`src/rtl/rcon_seq_if.sv`:
```
// Request/response bundle between the round-constant generator and its consumer.
interface rcon_seq_if #(
    parameter int unsigned WORD_W = 32
) ();
    logic              start;
    logic [1:0]        mode;
    logic              next;
    logic [WORD_W-1:0] rcon;
    logic              rcon_valid;
    logic [3:0]        index;
    logic              last;
    logic              busy;
    logic              done;
    logic              err;

    modport master (
        output start, mode, next,
        input  rcon, rcon_valid, index, last, busy, done, err
    );

    modport slave (
        input  start, mode, next,
        output rcon, rcon_valid, index, last, busy, done, err
    );
endinterface

```
`src/rtl/rcon_seq.sv`:
```
// AES round-constant sequencer: emits one Rcon word per consumer handshake,
// producing each constant by GF(2^8) doubling of the previous one.
module rcon_seq #(
    parameter int unsigned WORD_W = 32,
    parameter logic [7:0]  POLY   = 8'h1B
) (
    input  logic        clk,
    input  logic        rst_n,
    rcon_seq_if.slave   bus
);
    localparam int unsigned BYTE_W = 8;
    localparam int unsigned IDX_W  = 4;
    localparam int unsigned SHIFT  = WORD_W - BYTE_W;

    typedef enum logic {
        ST_IDLE = 1'b0,
        ST_RUN  = 1'b1
    } state_t;

    state_t              r_state;
    logic [BYTE_W-1:0]   r_byte;
    logic [IDX_W-1:0]    r_n;
    logic [IDX_W-1:0]    r_index;
    logic [WORD_W-1:0]   r_rcon;
    logic                r_valid;
    logic                r_last;
    logic                r_busy;
    logic                r_done;
    logic                r_err;

    logic [BYTE_W-1:0]   w_xtime;
    logic [IDX_W-1:0]    w_idx_inc;
    logic [IDX_W-1:0]    w_last_idx;
    logic [IDX_W-1:0]    w_mode_n;
    logic                w_consume;

    // Place the Rcon byte in the top byte of the word, zeros elsewhere.
    function automatic logic [WORD_W-1:0] place_byte(input logic [BYTE_W-1:0] b);
        place_byte = WORD_W'(b) << SHIFT;
    endfunction

    always_comb begin
        w_xtime    = {r_byte[BYTE_W-2:0], 1'b0} ^ (r_byte[BYTE_W-1] ? POLY : 8'h00);
        w_idx_inc  = r_index + IDX_W'(1);
        w_last_idx = r_n - IDX_W'(1);
        w_consume  = r_valid && bus.next;
        unique case (bus.mode)
            2'b01:   w_mode_n = IDX_W'(8);
            2'b10:   w_mode_n = IDX_W'(7);
            default: w_mode_n = IDX_W'(10);
        endcase
    end

    // Sequencer FSM; every output is a register.
    always_ff @(posedge clk or negedge rst_n) begin
        if (!rst_n) begin
            r_state <= ST_IDLE;
            r_byte  <= 8'h01;
            r_n     <= IDX_W'(10);
            r_index <= '0;
            r_rcon  <= '0;
            r_valid <= 1'b0;
            r_last  <= 1'b0;
            r_busy  <= 1'b0;
            r_done  <= 1'b0;
            r_err   <= 1'b0;
        end else begin
            r_done <= 1'b0;
            r_err  <= 1'b0;
            unique case (r_state)
                ST_IDLE: begin
                    if (bus.start) begin
                        if (bus.mode == 2'b11) begin
                            r_err <= 1'b1;
                        end else begin
                            r_n     <= w_mode_n;
                            r_state <= ST_RUN;
                            r_byte  <= 8'h01;
                            r_index <= '0;
                            r_rcon  <= place_byte(8'h01);
                            r_valid <= 1'b1;
                            r_busy  <= 1'b1;
                            r_last  <= (w_mode_n == IDX_W'(1));
                        end
                    end
                end
                ST_RUN: begin
                    // start is deliberately ignored here; mode is only read in IDLE.
                    if (w_consume) begin
                        if (r_index == w_last_idx) begin
                            r_state <= ST_IDLE;
                            r_byte  <= 8'h01;
                            r_index <= '0;
                            r_rcon  <= '0;
                            r_valid <= 1'b0;
                            r_last  <= 1'b0;
                            r_busy  <= 1'b0;
                            r_done  <= 1'b1;
                        end else begin
                            r_byte  <= w_xtime;
                            r_index <= w_idx_inc;
                            r_rcon  <= place_byte(w_xtime);
                            r_last  <= (w_idx_inc == w_last_idx);
                        end
                    end
                end
                default: r_state <= ST_IDLE;
            endcase
        end
    end

    assign bus.rcon       = r_rcon;
    assign bus.rcon_valid = r_valid;
    assign bus.index      = r_index;
    assign bus.last       = r_last;
    assign bus.busy       = r_busy;
    assign bus.done       = r_done;
    assign bus.err        = r_err;
endmodule

```
`src/flat_wrapper.sv`:
```
// flat-port wrapper written by rule: the top's interface ports become plain ports
module rcon_seq_flat 
#(
    parameter int unsigned WORD_W = 32,
    parameter logic [7:0]  POLY   = 8'h1B
)
  (clk, rst_n, bus_start, bus_mode, bus_next, bus_rcon, bus_rcon_valid, bus_index, bus_last, bus_busy, bus_done, bus_err);
  rcon_seq_if #(.WORD_W(WORD_W)) bus_i ();
  input  logic clk;
  input  logic rst_n;
  input wire logic [$bits(bus_i.start)-1:0] bus_start;
  input wire logic [$bits(bus_i.mode)-1:0] bus_mode;
  input wire logic [$bits(bus_i.next)-1:0] bus_next;
  output wire logic [$bits(bus_i.rcon)-1:0] bus_rcon;
  output wire logic [$bits(bus_i.rcon_valid)-1:0] bus_rcon_valid;
  output wire logic [$bits(bus_i.index)-1:0] bus_index;
  output wire logic [$bits(bus_i.last)-1:0] bus_last;
  output wire logic [$bits(bus_i.busy)-1:0] bus_busy;
  output wire logic [$bits(bus_i.done)-1:0] bus_done;
  output wire logic [$bits(bus_i.err)-1:0] bus_err;
  assign bus_i.start = bus_start;
  assign bus_i.mode = bus_mode;
  assign bus_i.next = bus_next;
  assign bus_rcon = bus_i.rcon;
  assign bus_rcon_valid = bus_i.rcon_valid;
  assign bus_index = bus_i.index;
  assign bus_last = bus_i.last;
  assign bus_busy = bus_i.busy;
  assign bus_done = bus_i.done;
  assign bus_err = bus_i.err;
  rcon_seq #(.WORD_W(WORD_W), .POLY(POLY)) u_core (.clk(clk), .rst_n(rst_n), .bus(bus_i));
endmodule
```
`config.mk`:
```
export PLATFORM = sky130hd
export DESIGN_NAME = rcon_seq_flat
export DESIGN_NICKNAME = d
export VERILOG_FILES = /design/src/rtl/rcon_seq_if.sv /design/src/rtl/rcon_seq.sv /design/src/flat_wrapper.sv
export SDC_FILE = /design/constraint.sdc
export NUM_CORES = 1
export LEC_CHECK = 0
export CORE_MARGIN = 2
export CORE_UTILIZATION = 60
export CTS_CLUSTER_SIZE = 40
export DETAILED_ROUTE_END_ITERATION = 8
export DONT_BUFFER_PORTS = 1
export PLACE_DENSITY = 0.76
export RECOVER_POWER = 100
export SLEW_MARGIN = 20
export SYNTH_ARGS = -nofsm -noshare
export SYNTH_HDL_FRONTEND = slang
export SYNTH_SLANG_ARGS = --single-unit
```
`constraint.sdc`:
```
create_clock -name clk -period 6.1 [get_ports clk]
set_clock_uncertainty 0.15 [all_clocks]
set_input_delay 0.915 -clock clk [delete_from_list [all_inputs] [get_ports clk]]
set_output_delay 0.915 -clock clk [all_outputs]
set_load 0.02 [all_outputs]
```
# --- Word level (Yosys, flattened, before mapping) ---
# Index checks and enable logic that the tools add are counted.
word_totals:
  reg_bits: 53
  out_inout_bits: 41
  elab_cells: 66
classes:
  add_sub_neg: 2
  n_eq_ne: 10
  muxes: 38
  bitwise_logic: 3
  n_reduce_logical: 4
op_table:
  columns: ["cell", "count"]
  rows:
  - ["32-bit two-way mux", 4]
  - ["32-bit one-hot mux with 2 select lines", 1]
  - ["8-bit two-way mux", 4]
  - ["1-bit two-way mux", 18]
  - ["4-bit two-way mux", 4]
  - ["4-bit one-hot mux with 2 select lines", 2]
  - ["8-bit one-hot mux with 2 select lines", 1]
  - ["4-bit equality test", 2]
  - ["2-bit != test (second input constant)", 4]
  - ["8-bit bitwise XOR", 1]
  - ["1-bit one-hot mux with 2 select lines", 3]
  - ["3-bit AND reduction", 2]
  - ["5-bit two-way mux", 1]
  - ["4-bit by 1-bit adder with 4-bit output (second input constant)", 1]
  - ["2-bit equality test (second input constant)", 2]
  - ["4-bit by 1-bit equality test with 1-bit output (second input constant)", 1]
  - ["4-bit AND reduction", 1]
  - ["4-bit by 1-bit subtractor with 4-bit output (second input constant)", 1]
  - ["2-bit by 1-bit equality test with 1-bit output (second input constant)", 1]
  - ["1-bit inverter", 2]
  - ["1-bit logical AND", 1]

# --- Logic depth before layout (Yosys ltp) ---
# Gate-level depths: netlist of the first run.
logic_depth:
  word_depth: 6
  mapped_depth: 6
  ltp_nobuf: 6

# --- Worst setup path after synthesis of the first run ---
# Ideal clock, no wire load.
synth_path:
  kind: "register to register"
  start: "reg u_core.r_n[1]"
  end: "reg u_core.r_index[3], in the netlist u_core.bus.index[3]"
  t_arrival_ps: 1694
  t_required_ps: 5829
  slack_ps: 4135
  stages_incl_launch_ff: 7
  path_cell_list: "dfstp_2 inv_1 ha_1 xor2_1 a41oi_4 a21o_1 a22o_2"
synth_between:
  elab_chain_len: 5
synth_rtl:
  columns: ["element", "line_no", "rtl"]
  rows:
  - ["start, declared", "rcon_seq.sv:22", "logic [IDX_W-1:0] r_n;"]
  - ["start signal, assigned", "rcon_seq.sv:76", "r_n <= w_mode_n;"]
  - ["4-bit by 1-bit subtractor with 4-bit output", "rcon_seq.sv:45", "w_last_idx = r_n - IDX_W'(1);"]
  - ["4-bit equality test", "rcon_seq.sv:90", "if (r_index == w_last_idx) begin"]
  - ["4-bit two-way mux", "rcon_seq.sv:90", null]
  - ["4-bit two-way mux", "rcon_seq.sv:89", "if (w_consume) begin"]
  - ["4-bit one-hot mux with 2 select lines", "rcon_seq.sv:70", "unique case (r_state)"]
  - ["end signal, assigned", "rcon_seq.sv:101", "r_index <= w_idx_inc;"]
  - ["end, declared", "rcon_seq.sv:23", "logic [IDX_W-1:0] r_index;"]
# Every way passes these cells. The select of a mux whose other input is x is not followed.
# A chain may end at the register's enable or synchronous reset.

# --- Worst setup path in the final report of the first run ---
layout_path:
  start: "reg u_core.r_n[1]"
  end: "reg u_core.r_index[2], in the netlist u_core.bus.index[2]"
# Same word-level chain as after synthesis.

==> flow_summary.json, run 1 <==
{
  "clk_path_buf_depth": 2,
  "ir_drop_v": 0.000271,
  "dpl.hpwl_mm": 1.47,
  "die_width_um": 49.3,
  "grt_usage_pct": 17.7,
  "maxSlewViolCount": 0,
  "hold_path_class": "input port to asynchronous set/reset pin",
  "drtIter0Drc": 8,
  "p_clk_share_pct": 11.1,
  "tightest_slew_ns": 0.993,
  "grt_busiest_layer": "met2",
  "syn_avg_cell_area_um2": 10.2,
  "synth_top_cell_area_share_pct": 36.6,
  "drive_gt1_share_pct": 5.26,
  "hold_violations": 0,
  "cts_htree_levels": 1,
  "antenna_found_initial": 0,
  "dpl_cell_area_mm2": 0.00110,
  "io_pins": 47,
  "numCtsBuffers": 3,
  "period_share_pct": 40.7,
  "synth_top_cell_by_area": "dfrtp_1",
  "grt_pass1_vias": 665,
  "use_met2_pct": 27.7,
  "grt_max_degree": 22,
  "wl_per_cell_um": 13.7,
  "syn_area_mm2": 0.00123,
  "setup_ws_ns": 3.62,
  "fin_tns_setup_ns": 0,
  "grt_pass1_wl_mm": 3.20,
  "synthDistinctLibCells": 29,
  "cts.sinks": 21,
  "sw_frac_of_total_pct": 45.4,
  "netlist_instances": 121,
  "power_density_mw_per_mm2": 539,
  "cts_tree": "built",
  "die-area_mm2": 0.00243,
  "p_switching_uw": 271,
  "ys_ff_latch": 21,
  "synthTopCellsByArea": "dfrtp_1, buf_4, dfstp_2, o21ai_0, a22o_1",
  "viasPerCell": 5.06,
  "fin_crit_ns": 2.48,
  "outcome": "finished, final reports clean",
  "clk_latency_ns": 0.30,
  "grt_overflow": 0,
  "initial_core_util_pct": 63.4,
  "path_class": "register to register",
  "rsz0062_at_grt": "false",
  "met1_usage_pct": 21.4,
  "endpoint_kind": "register",
  "setup-violations-final": 0,
  "combPwrFrac_pct": 38.5,
  "cp_data_required_time_ns": 6.18,
  "internal_power_uw": 326,
  "fp.dieH_um": 49.3,
  "post_cts_buffers": 0,
  "rows": 16,
  "rr_worst_depth": 6,
  "design_area_mm2": 0.00111,
  "place_inst": 137,
  "ant_nets": 0,
  "vias": 713,
  "preCtsSetupSlack_ns": 3.81,
  "clock-root-buffer": "clkbuf_4",
  "worstSetupStartpointType": "register",
  "ys_seq_area_share_pct": 43.0,
  "gp_congestion": 0.758,
  "power_uw": 597,
  "wl_mm": 1.93,
  "p_seq_share_pct": 50.4,
  "io_buffer_count": 0,
  "grt_use_met3_pct": 6.13,
  "slew_headroom_pct": 33.5,
  "core_region_area_mm2": 0.00194,
  "cts_hold_buf": 0,
  "fmax_mhz": 403,
  "finalNetCount": 124,
  "fin_cells": 141,
  "clkTransAtPathRegs_ns": 0.11,
  "drc": 0,
  "first_pass_iters": 4,
  "synth_warnings": 0,
  "drv_cap": 0,
  "cp.arrival_ns": 2.56,
  "leakagePower_uw": 0.000544,
  "cp_max_fo": 10,
  "ctsResizeCount": 0,
  "syn_to_final_growth_pct": -9.96,
  "diodes": 0
}
-- path summary, 6_finish.rpt --
kind	to	from	slack, ns
worst max-delay path	u_core.bus.index[2]$_DFFE_PN0P_	u_core.r_n[1]$_DFFE_PN1P_	3.62
worst min-delay path	u_core.r_byte[4]$_DFFE_PN0P_	rst_n	0.14
worst min register to register	u_core.r_n[3]$_DFFE_PN1P_	u_core.r_n[3]$_DFFE_PN1P_	0.37
min in group clk	u_core.r_n[3]$_DFFE_PN1P_	u_core.r_n[3]$_DFFE_PN1P_	0.37
max in group asynchronous	u_core.r_n[3]$_DFFE_PN1P_	rst_n	5.49
worst max register to register	u_core.bus.index[2]$_DFFE_PN0P_	u_core.r_n[1]$_DFFE_PN1P_	3.62
-- sequential cells by signal, summed over array words and instances (netlist names) --
| name | count |
|---|---|
| u_core.bus.rcon | 2 |
| u_core.bus.done | 1 |
| u_core.r_byte | 7 |
| u_core.r_n | 3 |
| u_core.r_state | 1 |
| u_core.bus.err | 1 |
| u_core.bus.index | 4 |
| u_core.bus.last | 1 |
| u_core.bus.rcon_valid | 1 |
-- cell usage after synthesis --
master	n
a21o_1	1
nand3_1	2
xnor2_1	5
xnor3_2	1
xor2_1	4
and3_1	1
mux2i_1	1
a31oi_1	1
clkbuf_1	1
nand2b_1	2
nand2_1	10
o22a_1	1
buf_4	32
nor2_1	6
o21ai_0	10
a22o_1	5
nor3_1	1
inv_1	4
ha_1	3
buf_2	1
a21oi_1	2
dfrtp_1	18
conb_1	1
a41oi_4	1
o32a_1	1
nand4_1	1
a32o_1	1
dfstp_2	3
a22o_2	1
-- layer usage --
| metal | routed length [µm] | vias to the layer above |
|---|---|---|
| met2 | 917 | 37 |
| met3 | 177 | 4 |
| li1 | - | 339 |
| met1 | 800 | 333 |
| met4 | 36 | 0 |
| met5 | 0 | - |
-- power by group through the flow --
stage / clock, µW / combinational, µW / sequential, µW
after floorplan: 0 / 284 / 262
after global placement: 0 / 235 / 305
after detailed placement: 0 / 250 / 306
after CTS: 68.6 / 251 / 303
after global routing: 74.3 / 259 / 312
final: 66.4 / 230 / 301
-- cell families (layout without fill, tap and decap cells) --
logic type | count (synthesis) | count (layout) | share of synthesized area, %
and+or+nand+nor | 23 | 23 | 8.13
muxes | 1 | 1 | 0.813
AOI/OAI and AO/OA | 24 | 24 | 14.9
adders and majority gates | 3 | 3 | 3.05
buffers and inverters | 38 | 8 | 21.4
DFF | 21 | 21 | 43.0
other | 1 | 24 | 0.305
xor gates and xnor gates | 10 | 10 | 8.33
-- critical path, cell delays in order, from the launching register on --
cell and delay (ns):
dfstp_1 0.57, inv_1 0.06, ha_1 0.18, xnor3_1 0.43
a41oi_1 0.69, a21oi_1 0.17, mux2i_1 0.17
-- final cells by class --
cell class	count	area, µm²
Clock buffer	4	26.3
Fill cell	176	833
Inverter	4	15.0
Multi-Input combinational cell	85	504
Sequential cell	21	529
Tap cell	27	33.8
-- placed cells by master (no fill, tap or decap) --
cell type / synthesis / final
conb_1: 1 / 24
dfrtp_1: 18 / 18
nand2_1: 10 / 10
o21ai_0: 10 / 10
nor2_1: 6 / 6
a22o_1: 5 / 5
xnor2_1: 5 / 5
inv_1: 4 / 4
xor2_1: 4 / 4
ha_1: 3 / 3
clkbuf_4: 0 / 3
nand2b_1: 2 / 2
a21oi_1: 2 / 2
nand3_1: 2 / 2
dfstp_2: 3 / 2
xnor3_1: 0 / 1
nand4_1: 1 / 1
a41oi_1: 0 / 1
and3_1: 1 / 1
a31oi_1: 1 / 1
mux2i_1: 1 / 1
o22a_1: 1 / 1
nor3_1: 1 / 1
a32o_1: 1 / 1
a21o_1: 1 / 1
a22o_2: 1 / 1
o32a_1: 1 / 1
clkbuf_1: 1 / 1
dfstp_1: 0 / 1
-- metrics by stage --
| step | hold WS (ns) | utilization (%) |
|---|---|---|
| final | 0.141 | 57.1 |
| after global routing | 0.116 | 57.1 |
| after CTS | 0.131 | 58.1 |
| after detailed placement | 0.350 | 56.8 |
| after global placement | 0.340 | 56.8 |
| after floorplan | 0.323 | - |
(Power assumes the default switching activity.)
==> inputs of run 2 (changes only) <==
- CORE_UTILIZATION: 60 -> 55
- PLACE_DENSITY: 0.76 -> 0.73
- clock period: 6.1 -> 2.1 ns (I/O delays scaled with it)
==> run 2 against run 1 <==
Final area grew 8.0%. Power grew to 3.1 times the previous value. Die area grew 8.3%. Critical endpoint is now u_core.bus.index[3]$_DFFE_PN0P_. Critical path depth is the same. Clock power grew to 2.9 times the previous value. Utilization shrank 1.9 points. Largest cell class is now multi-input gates. Combinational power grew to 3.7 times the previous value. Cell count grew 7.8%.
==> flow_summary.json, run 2 (synthesis results as in run 1) <==
{
  "fmax_mhz": 501,
  "max_stage_delay_ns": 0.56,
  "cp_cell_sequence": "inv_1, ha_1, xor2_2, a41oi_4, a21o_1, a22o_2",
  "seq_area_um2": 529,
  "fin_crit_ns": 2.00,
  "endpoint_kind": "register",
  "finalNetCount": 134,
  "dpl.hpwl_mm": 1.46,
  "final_cell_mix": "conb_1, dfrtp_1, nand2_1, o21ai_0, clkbuf_1",
  "wl_per_cell_um": 12.8,
  "p_clk_share_pct": 10.3,
  "layout_commonest_cell": "conb_1",
  "setup_ws_ns": 0.103,
  "met1_usage_pct": 22.0,
  "ant_nets": 0,
  "wl_mm": 1.95,
  "cp_data_required_time_ns": 2.14,
  "clk_path_buf_depth": 2,
  "grt_busiest_layer": "met2",
  "largest_register_ffs": 7,
  "power_density_mw_per_mm2": 1550,
  "maxSlewViolCount": 0,
  "fin_tns_setup_ns": 0,
  "rows": 17,
  "cts.sinks": 21,
  "cts_htree_levels": 1,
  "initial_core_util_pct": 56.7,
  "outcome": "finished, final reports clean",
  "vias": 744,
  "clkTransAtPathRegs_ns": 0.12,
  "hold_path_class": "input port to register",
  "gp_congestion": 0.781,
  "slowest_stage": "dfstp_2",
  "multi_input_area_um2": 532,
  "viasPerCell": 4.89,
  "grt_use_met3_pct": 3.80,
  "clock-root-buffer": "clkbuf_4",
  "core_region_area_mm2": 0.00217,
  "grt_overflow": 0,
  "hold_violations": 0,
  "diodes": 0,
  "die_width_um": 51.3,
  "dpl_cell_area_mm2": 0.00115,
  "clk_latency_ns": 0.30,
  "preCtsSetupSlack_ns": 0.0185,
  "first_pass_iters": 4,
  "io_buffer_count": 0,
  "antenna_found_initial": 0,
  "syn_to_final_growth_pct": -2.74,
  "setup-violations-final": 0,
  "regMostFlops": "u_core.r_byte",
  "cp.arrival_ns": 2.04,
  "worstSetupStartpointType": "register",
  "internal_power_uw": 1000,
  "drv_cap": 0,
  "die-area_mm2": 0.00263,
  "tightest_slew_ns": 0.919,
  "rrSetupSlack_ns": 0.10,
  "period_share_pct": 95.1,
  "sw_frac_of_total_pct": 46.0,
  "grt_usage_pct": 16.3,
  "use_met2_pct": 24.7,
  "cts_tree": "built",
  "fillerInstances": 201,
  "drtIter0Drc": 9,
  "p_seq_share_pct": 44.2,
  "drc": 0,
  "combPwrFrac_pct": 45.5,
  "design_area_mm2": 0.00120,
  "path_class": "register to register",
  "p_switching_uw": 853,
  "grt_pass1_wl_mm": 3.19,
  "slew_headroom_pct": 38.5,
  "fp.dieH_um": 51.3,
  "grt_max_degree": 22,
  "cp_max_fo": 6,
  "io_pins": 47,
  "grt_pass1_vias": 687,
  "numCtsBuffers": 3,
  "ir_drop_v": 0.000956,
  "leakagePower_uw": 0.000571,
  "drive_gt1_share_pct": 8.87,
  "rsz0062_at_grt": "false"
}
-- run 2: layer usage --
| layer | vias to the layer above | wire length (µm) |
|---|---|---|
| li1 | 357 | - |
| met1 | 354 | 883 |
| met2 | 31 | 893 |
| met3 | 2 | 161 |
| met4 | 0 | 13 |
| met5 | - | 0 |
-- run 2: stage by stage --
stage / cells / util [%] / total power (µW) / hold WS (ns)
floorplan: 144 / - / 1580 / -0.131
global placement: 144 / 52.9 / 1630 / -0.130
detailed placement: 144 / 52.9 / 1670 / -0.130
CTS: 151 / 55.9 / 1900 / 0.00479
global route: 152 / 55.2 / 2010 / 0.0245
finish: 152 / 55.2 / 1850 / 0.0159
-- run 2: path summary, 6_finish.rpt --
path,start,endpoint,depth (start not counted)
setup / recovery,u_core.r_n[1]$_DFFE_PN1P_,u_core.bus.index[3]$_DFFE_PN0P_,6
max in group asynchronous,rst_n,u_core.r_byte[3]$_DFFE_PN0P_,1
min in group asynchronous,rst_n,u_core.bus.index[2]$_DFFE_PN0P_,1
setup reg to reg,u_core.r_n[1]$_DFFE_PN1P_,u_core.bus.index[3]$_DFFE_PN0P_,6
hold reg to reg,u_core.r_n[1]$_DFFE_PN1P_,u_core.r_n[1]$_DFFE_PN1P_,2
hold / removal,bus_mode[1],u_core.r_n[1]$_DFFE_PN1P_,2
-- run 2: layout make-up --
cell class,count,area share (%)
Multi-Input combinational cell,85,44.4
Tap cell,28,2.93
Sequential cell,21,44.2
Timing Repair Buffer,10,5.02
Clock buffer,4,2.19
Inverter,4,1.25
-- run 2: power groups by stage --
stage / clock network (µW) / logic, µW / registers (µW)
5_1_grt: 221 / 949 / 842
3_3_place_gp: 0 / 808 / 821
6_report: 192 / 843 / 819
2_1_floorplan: 0 / 824 / 760
3_5_place_dp: 0 / 842 / 828
4_1_cts: 204 / 874 / 822
-- run 2: critical path, delay by kind of cell (launching register included) --
family | cells | cell delay, ns
xor gates and xnor gates | 1 | 0.24
buffers and inverters | 1 | 0.04
AOI/OAI and AO/OA | 3 | 0.57
DFF | 1 | 0.56
adders and majority gates | 1 | 0.33
-- run 2: timing repair --
item	4_1_cts	5_1_grt
endpoints found under the setup margin	1	3
hold buffers	3	0
endpoints found under the hold margin	25	0
setup buffers	0	1
gates resized for setup	1	0
pin swaps	0	3
==> inputs of run 3 (changes only) <==
- CORE_ASPECT_RATIO: unset -> 1.1
==> run 3 against run 2 <==
Power is 0.69% higher. Maximum frequency barely moved. Largest cell class unchanged. Die area barely moved. Clock power barely moved. Via count grew 3.9%. Clock-buffer cell count down 1. Worst setup slack improved by 0.0019 ns. Wire length is 2.5% higher. First-iteration DRC count shrank 56%. Final area up 1.9%.
==> flow_summary.json, run 3 (synthesis results as in run 1) <==
{
  "largest_register_ffs": 7,
  "slew_headroom_pct": 24.8,
  "drv_cap": 0,
  "p_switching_uw": 857,
  "io_pins": 47,
  "grt_overflow": 0,
  "crit_buf_inv": 1,
  "initial_core_util_pct": 59.7,
  "endpoint_kind": "register",
  "grt_pass1_vias": 717,
  "core_region_area_mm2": 0.00206,
  "cp_max_fo": 7,
  "regMostFlops": "u_core.r_byte",
  "die-area_mm2": 0.00263,
  "diodes": 0,
  "wl_met1_um": 844,
  "ir_drop_v": 0.000861,
  "die_width_um": 49.1,
  "max_stage_delay_ns": 0.56,
  "power_density_mw_per_mm2": 1530,
  "ant_nets": 0,
  "combPwrFrac_pct": 47.0,
  "fp.dieH_um": 53.6,
  "hold_start": "bus_mode[1]",
  "hold_violations": 0,
  "hold_path_class": "input port to register",
  "cp_cell_sequence": "inv_1, ha_1, xor2_2, a41oi_4, a21o_1, a22o_2",
  "cts.sinks": 21,
  "p_clk_share_pct": 10.3,
  "wl_per_cell_um": 12.9,
  "dr_wl_met2_um": 992,
  "sw_frac_of_total_pct": 45.9,
  "io_buffer_count": 0,
  "period_share_pct": 95.0,
  "grt_usage_pct": 16.6,
  "drc": 0,
  "outcome": "finished, final reports clean",
  "vias": 773,
  "clkTransAtPathRegs_ns": 0.12,
  "dpl.hpwl_mm": 1.51,
  "grt_pass1_wl_mm": 3.29,
  "fmax_mhz": 501,
  "maxSlewViolCount": 0,
  "clk_path_buf_depth": 2,
  "cts_tree": "built",
  "wl_mm": 2.00,
  "path_class": "register to register",
  "highest_layer": "met4",
  "tightest_slew_ns": 1.13,
  "met3_length_um": 148,
  "fin_tns_setup_ns": 0,
  "drtIter0Drc": 4,
  "rows": 17,
  "first_pass_iters": 4,
  "cp_data_required_time_ns": 2.15,
  "clock-root-buffer": "clkbuf_4",
  "preCtsSetupSlack_ns": 0.0157,
  "syn_to_final_growth_pct": -0.915,
  "crit_start": "u_core.r_n[1]$_DFFE_PN1P_",
  "cts_htree_levels": 1,
  "cp.arrival_ns": 2.04,
  "numCtsBuffers": 3,
  "rrSetupSlack_ns": 0.11,
  "finalNetCount": 137,
  "viasPerCell": 4.99,
  "antenna_found_initial": 0,
  "rsz0062_at_grt": "false",
  "reg2reg_from": "u_core.r_n[1]$_DFFE_PN1P_",
  "fillerInstances": 198,
  "grt_max_degree": 22,
  "clk_latency_ns": 0.30,
  "cp_top_family": "compound AO/OA/AOI/OAI gates",
  "layout_commonest_cell": "conb_1",
  "setup_ws_ns": 0.105,
  "final_cell_mix": "conb_1, dfrtp_1, nand2_1, o21ai_0, clkbuf_1",
  "internal_power_uw": 1010,
  "p_seq_share_pct": 42.8,
  "fin_crit_ns": 1.99,
  "gp_congestion": 0.764,
  "leakagePower_uw": 0.000584,
  "slowest_stage": "dfstp_2",
  "worstSetupStartpointType": "register",
  "setup-violations-final": 0,
  "drive_gt1_share_pct": 10.2
}
[run 3: changes by cell type in the layout (fill, tap and decap cells not counted)]
| cell | change |
|---|---|
| dlygate4sd3_1 | +1 |
| clkbuf_4 | +1 |
| clkinv_2 | +1 |
[run 3: final timing paths]
path,to,cells past startpoint
max in group asynchronous,u_core.bus.last$_DFFE_PN0P_,2
min,u_core.r_n[1]$_DFFE_PN1P_,2
min in group asynchronous,u_core.bus.index[2]$_DFFE_PN0P_,2
min reg2reg,u_core.r_n[1]$_DFFE_PN1P_,2
max reg2reg,u_core.bus.index[3]$_DFFE_PN0P_,6
max,u_core.bus.index[3]$_DFFE_PN0P_,6
[run 3: metal layers]
| layer | global-route usage [%] | vias up |
|---|---|---|
| met1 | 19.2 | 370 |
| li1 | - | 364 |
| met5 | 0 | - |
| met2 | 29.5 | 37 |
| met4 | 5.71 | 0 |
| met3 | 5.00 | 2 |
[run 3: repair_timing]
action / CTS / global route
resized for setup: 1 / 0
hold buffers: 3 / 2
setup buffers: 0 / 1
pin swaps: 0 / 3
endpoints found under the setup margin: 1 / 1
hold endpoints to repair: 24 / 20
[run 3: power groups by stage]
stage	combinational, µW	sequential, µW	clock, µW
floorplan	824	760	0
global placement	842	801	0
detailed placement	882	808	0
CTS	915	803	199
global route	981	822	221
finish	877	798	191
[run 3: worst reg2reg max path: cells and delay by family (launching register included)]
kind / cells / cell delay, ns
AOI/OAI and AO/OA: 3 / 0.59
xor gates and xnor gates: 1 / 0.22
adders and majority gates: 1 / 0.34
DFF: 1 / 0.56
buffers and inverters: 1 / 0.04
[run 3: metrics by stage]
step / power (µW) / cells / util, % / area, µm² / hold slack [ns]
2_1_floorplan: 1580 / 144 / - / 1320 / -0.131
3_3_place_gp: 1640 / 145 / 56.0 / 1160 / -0.130
3_5_place_dp: 1690 / 145 / 56.0 / 1160 / -0.130
4_1_cts: 1920 / 152 / 59.2 / 1220 / 0.00332
5_1_grt: 2020 / 155 / 59.1 / 1220 / 0.0378
6_report: 1870 / 155 / 59.1 / 1220 / 0.0328
[run 3: area by class of cell]
cell class | count | area [µm²] | area share (%)
Sequential cell | 21 | 529 | 43.4
Timing Repair Buffer | 13 | 81.3 | 6.67
Multi-Input combinational cell | 85 | 532 | 43.6
Inverter | 4 | 15.0 | 1.23
Tap cell | 28 | 35.0 | 2.87
Clock inverter | 1 | 5.00 | 0.410
Clock buffer | 3 | 22.5 | 1.85
